==> src/rtl/t07_spi_pkg.sv <==
// Shared definitions for the team 07 TFT SPI link (transmitter and receiver).
// Holds the frame field widths and the receiver state encoding.
package t07_spi_pkg;

  localparam int ADDR_W_DEF = 32;
  localparam int DATA_W_DEF = 32;
  localparam int FRAME_BITS = ADDR_W_DEF + DATA_W_DEF;

  typedef enum logic [2:0] {
    LOCKOUT = 3'd0,
    IDLE    = 3'd1,
    SHIFT   = 3'd2,
    DONE    = 3'd3,
    WAIT_CS = 3'd4
  } rx_state_t;

endpackage

==> src/rtl/t07_spi_sync.sv <==
// Two-flop synchroniser followed by a history flop, giving a level plus
// single-cycle rise/fall strobes in the clk domain.
module t07_spi_sync #(
  parameter logic RST_VAL = 1'b0
) (
  input  logic clk,
  input  logic nrst,
  input  logic din,
  output logic level,
  output logic rise,
  output logic fall
);

  logic s1_reg;
  logic s2_reg;
  logic hist_reg;

  always_ff @(posedge clk or negedge nrst) begin
    if (!nrst) begin
      s1_reg   <= RST_VAL;
      s2_reg   <= RST_VAL;
      hist_reg <= RST_VAL;
    end else begin
      s1_reg   <= din;
      s2_reg   <= s1_reg;
      hist_reg <= s2_reg;
    end
  end

  assign level = s2_reg;
  assign rise  = s2_reg & ~hist_reg;
  assign fall  = ~s2_reg & hist_reg;

endmodule

==> src/rtl/t07_spitft_rx.sv <==
// Responder end of the t07 TFT SPI write link: deserialises address+data
// frames and presents them on a one-entry valid/ready buffer.
module t07_spitft_rx
  import t07_spi_pkg::*;
#(
  parameter int ADDR_W = ADDR_W_DEF,
  parameter int DATA_W = DATA_W_DEF
) (
  input  logic              clk,
  input  logic              nrst,
  input  logic              chipSelect,
  input  logic              sclk,
  input  logic              bitData,
  output logic [ADDR_W-1:0] address,
  output logic [DATA_W-1:0] data,
  output logic              valid,
  input  logic              ready,
  output logic              busy,
  output logic              frameErr,
  output logic              overrun
);

  localparam int FB = ADDR_W + DATA_W;
  localparam int CW = $clog2(FB) + 1;
  localparam logic [2:0] SYNC_INIT = 3'b001;

  logic [2:0] raw_in;
  logic [2:0] lvl;
  logic [2:0] rse;
  logic [2:0] fll;
  logic       cs_level;
  logic       sclk_rise;
  logic       bit_level;
  logic       unused_edges;

  rx_state_t   state_reg, state_next;
  logic [CW-1:0] cnt_reg, cnt_next;
  logic [FB-1:0] shift_reg, shift_next;
  logic [1:0]    settle_reg;
  logic [ADDR_W-1:0] address_reg, address_next;
  logic [DATA_W-1:0] data_reg, data_next;
  logic valid_reg, valid_next;
  logic ferr_reg, ferr_next;
  logic overrun_reg, overrun_next;
  logic take;

  assign raw_in = {bitData, sclk, chipSelect};

  for (genvar gi = 0; gi < 3; gi++) begin : g_sync
    t07_spi_sync #(
      .RST_VAL(SYNC_INIT[gi])
    ) u_sync (
      .clk  (clk),
      .nrst (nrst),
      .din  (raw_in[gi]),
      .level(lvl[gi]),
      .rise (rse[gi]),
      .fall (fll[gi])
    );
  end

  assign cs_level     = lvl[0];
  assign sclk_rise    = rse[1];
  assign bit_level    = lvl[2];
  assign unused_edges = ^{rse[2], rse[0], fll};

  // The synchroniser reset values are not real samples; LOCKOUT only trusts
  // chipSelect once two genuine samples have reached the output stage.
  always_ff @(posedge clk or negedge nrst) begin
    if (!nrst) begin
      settle_reg <= 2'b00;
    end else begin
      settle_reg <= {settle_reg[0], 1'b1};
    end
  end

  always_comb begin
    state_next = state_reg;
    cnt_next   = cnt_reg;
    shift_next = shift_reg;
    ferr_next  = 1'b0;
    case (state_reg)
      LOCKOUT: begin
        if (settle_reg[1] && cs_level) begin
          state_next = IDLE;
        end
      end
      IDLE: begin
        if (!cs_level) begin
          cnt_next   = '0;
          state_next = SHIFT;
        end
      end
      SHIFT: begin
        if (cs_level) begin
          ferr_next  = (cnt_reg != '0);
          state_next = IDLE;
        end else if (sclk_rise) begin
          shift_next = {shift_reg[FB-2:0], bit_level};
          cnt_next   = cnt_reg + CW'(1);
          if (cnt_reg == CW'(FB - 1)) begin
            state_next = DONE;
          end
        end
      end
      DONE: begin
        state_next = WAIT_CS;
      end
      WAIT_CS: begin
        if (cs_level) begin
          state_next = IDLE;
        end
      end
      default: begin
        state_next = LOCKOUT;
      end
    endcase
  end

  // A consumer handshake in the DONE cycle frees the slot for the new frame.
  assign take = valid_reg && ready;

  always_comb begin
    address_next = address_reg;
    data_next    = data_reg;
    valid_next   = valid_reg;
    overrun_next = overrun_reg;
    if (state_reg == DONE) begin
      if (!valid_reg || take) begin
        address_next = shift_reg[FB-1 -: ADDR_W];
        data_next    = shift_reg[DATA_W-1:0];
        valid_next   = 1'b1;
      end else begin
        overrun_next = 1'b1;
      end
    end else if (take) begin
      valid_next = 1'b0;
    end
  end

  always_ff @(posedge clk or negedge nrst) begin
    if (!nrst) begin
      state_reg   <= LOCKOUT;
      cnt_reg     <= '0;
      shift_reg   <= '0;
      address_reg <= '0;
      data_reg    <= '0;
      valid_reg   <= 1'b0;
      ferr_reg    <= 1'b0;
      overrun_reg <= 1'b0;
    end else begin
      state_reg   <= state_next;
      cnt_reg     <= cnt_next;
      shift_reg   <= shift_next;
      address_reg <= address_next;
      data_reg    <= data_next;
      valid_reg   <= valid_next;
      ferr_reg    <= ferr_next;
      overrun_reg <= overrun_next;
    end
  end

  assign address  = address_reg;
  assign data     = data_reg;
  assign valid    = valid_reg;
  assign frameErr = ferr_reg;
  assign overrun  = overrun_reg;
  assign busy     = (state_reg == SHIFT) || (state_reg == DONE) || (state_reg == WAIT_CS);

endmodule

==> config.mk <==
export PLATFORM = sky130hd
export DESIGN_NAME = t07_spitft_rx
export DESIGN_NICKNAME = d
export VERILOG_FILES = /design/src/rtl/t07_spi_pkg.sv /design/src/rtl/t07_spi_sync.sv /design/src/rtl/t07_spitft_rx.sv
export SDC_FILE = /design/constraint.sdc
export NUM_CORES = 1
export LEC_CHECK = 0
export BUFFER_PORTS_ARGS = -buffer_cell sky130_fd_sc_hd__buf_2
export CORE_ASPECT_RATIO = 1.25
export CORE_MARGIN = 3
export CORE_UTILIZATION = 61
export CTS_CLUSTER_DIAMETER = 200
export DETAILED_ROUTE_END_ITERATION = 7
export PLACE_DENSITY = 0.83
export SYNTH_ARGS = -nofsm -noshare
export SYNTH_HDL_FRONTEND = slang
export SYNTH_HIERARCHICAL = 1
export SYNTH_SLANG_ARGS = --single-unit
==> constraint.sdc <==
create_clock -name clk -period 4.6 [get_ports clk]
set_input_delay 0.23 -clock clk [delete_from_list [all_inputs] [get_ports clk]]
set_output_delay 0.23 -clock clk [all_outputs]
set_load 0.01 [all_outputs]
==> impl_metrics.csv <==
group,metric,value,unit
sta,rsz0062_at_grt,"no",
global_routing,grt_antenna_before_repair,0,
global_routing,grt_pass1_wl,16.5,mm
clock_network,clk_pin_slew,0.06,ns
floorplan,row_count,38,
floorplan,start_util,0.641,
clock_network,root_buf_cell,"sky130_fd_sc_hd__clkbuf_8",
drt,dr.first_iter.drc_count,161,
critical_path,rr_worst_depth,4,
power_and_ir_drop,vdd.ir_drop.worst,0.360,mV
global_routing,first_global_vias,3293,
clock_network,post_cts_resize_count,0,
clock_network,post_cts.repair.setup_buffers,0,
power_and_ir_drop,reported_leakage_power,0.00358,uW
hold_path,holdCritStartpoint,"chipSelect",
floorplan,core_region_area,8890,sq um
floorplan,ios,74,
final_layout,diodes,0,
final_layout,number_of_flip_flops_in_the_largest_register,64,
place,dpl_worst_slack,1.93,ns
critical_path,crit_fanout,33,
sta,setup_ws,1.88,ns
synth,syn_inst,355,
clock_network,worst_skew_pair.late_latency,0.53,ns
clock_network,ctsHoldBuffers,5,
critical_path,critPathArrivalTime,3.13,ns
hold_path,hold_path.class,"input pin to register",
final_layout,layout.cell_area.non_filler,6740,sq um
critical_path,setup.reg_to_reg.worst_slack,1.88,ns
synth,synth_fp_nets,363,
sta,layout_worst_path_cycle_share,0.590,
drt,drcViolationCount,0,
synth,mean_syn_cell_area,16.1,sq um
critical_path,crit_path_end_kind,"register",
sta,setup_total_negative_slack,0,ns
critical_path,worst_setup_path_startpoint,"state_reg[0]",
final_layout,final_layout_size_suffix_gt1_frac,0.541,
power_and_ir_drop,cell_pwr_density,439,nW/um^2
sta,setup-violations-final,0,
place,dp_hpwl,6.01,mm
clock_network,cts_made_buffers,17,
floorplan,die_w,92.5,um
synth,synth_warnings,6,
sta,finalWorstPathRequiredPeriod,2.72,ns
synth,synth_area,5700,sq um
final_layout,layoutNonFillerInstCount,567,
final_layout,nets,443,
place,port_buffers,73,
hold_path,holdPathStages,2,
sta,fmax,368,MHz
critical_path,cp_data_required_time,5.01,ns
drt,ant_nets,0,
hold_path,worstHoldEndpoint,"g_sync[0].u_sync/s1_reg",
place,placed_cells_incl_taps,531,
final_layout,area.growth.synth_to_final,18.2,%
clock_network,clock_tree_from_tritoncts,"built",
clock_network,cts-root-to-sink-buffers,2,
critical_path,reg2reg_to,"shift_reg[51]",
floorplan,dieArea,10600,sq um
clock_network,level_count_of_the_clock_h_tree,4,
place,place.gp.congestion,0.788,
final_layout,number_of_inserted_filler_cells_in_the_final_layout,529,
sta,fin_worst_skew,0.00685,ns
drt,detailedRoute.firstPassIterationCount,4,
clock_network,cts.sink_count,150,
sta,tightestPinTransition,1.17,ns
critical_path,ff_to_ff_start,"state_reg[0]",
floorplan,die_height,114,um
global_routing,globalRouteOverflowTotal,0,
sta,finalMaxSlewViolations,0,
drt,route.vias.total,3098,
critical_path,worst_setup_path_start_kind,"register",
drt,wl_per_cell,17.2,um
sta,timing.slew.headroom,0.207,
critical_path,worst-setup-path-type,"register to register",
place,placedInstanceArea,6140,sq um
run_status,run_status,"complete, no violations",
sta,hold-worst-slack,0.342,ns
global_routing,globalRouteTotalUtil,0.205,
sta,final_hold_viol_count,0,
drt,detail_route.wirelength,9.76,mm
global_routing,grt_max_degree,110,
job,maxCapViolations,0,
drt,vias_per_cell,5.46,
-- power breakdown --
part,internal [uW],switching (uW)
Clock,766,526
Sequential,1370,48.4
Combinational,116,135
-- cell usage in the layout (no fill, tap or decap), types with 3 or more instances in the layout --
cell type                       instances
sky130_fd_sc_hd__dfrtp_1              148
sky130_fd_sc_hd__mux2_2               130
sky130_fd_sc_hd__buf_2                 72
sky130_fd_sc_hd__clkbuf_16             16
sky130_fd_sc_hd__clkinv_2               6
sky130_fd_sc_hd__a21oi_1                5
sky130_fd_sc_hd__dlygate4sd3_1          5
sky130_fd_sc_hd__inv_1                  4
sky130_fd_sc_hd__nand2_1                4
sky130_fd_sc_hd__nand2b_1               3
sky130_fd_sc_hd__o31ai_1                3
sky130_fd_sc_hd__buf_4                  3
-- per-stage QoR --
stage | util | power [uW]
global placement | 0.690 | 1670
detailed placement | 0.690 | 1690
finish | 0.758 | 2960
floorplan | - | 1620
global route | 0.758 | 3080
CTS | 0.758 | 2990
-- worst max-delay path by stage --
| stage | depth (start not counted) | slack, ns | endpoint |
|---|---|---|---|
| 4_1_cts | 4 | 1.91 | shift_reg[51] |
| 3_3_place_gp | 4 | 2.01 | shift_reg[41] |
| 3_5_place_dp | 4 | 1.93 | shift_reg[62] |
| 2_1_floorplan | 6 | 2.72 | shift_reg[18] |
| 6_report | 4 | 1.88 | shift_reg[51] |
| 5_1_grt | 4 | 1.69 | shift_reg[61] |
-- layer usage --
layer / vias to the layer above / track usage / part of all wire
li1: 1425 / - / -
met1: 1587 / 0.265 / 0.43
met2: 66 / 0.322 / 0.50
met3: 20 / 0.0671 / 0.046
met4: 0 / 0.0852 / 0.021
met5: - / 0 / 0
-- worst max-delay path, stage by stage, from the launching register on --
cell	delay [ns]
sky130_fd_sc_hd__dfrtp_1	0.48
sky130_fd_sc_hd__nor4b_2	0.48
sky130_fd_sc_hd__and2_2	0.69
sky130_fd_sc_hd__buf_4	0.51
sky130_fd_sc_hd__mux2_2	0.39
-- layout make-up --
| type | instances | area [sq um] | share of cell area |
|---|---|---|---|
| repair buffers | 81 | 444 | 0.0659 |
| multi-input cells | 181 | 1820 | 0.270 |
| clock buffers | 18 | 418 | 0.0620 |
| flip-flops and latches | 150 | 3760 | 0.557 |
| well taps | 120 | 150 | 0.0223 |
| clock inverters | 13 | 133 | 0.0197 |
| inverters | 4 | 15.0 | 0.00223 |
(Power assumes the default switching activity.)
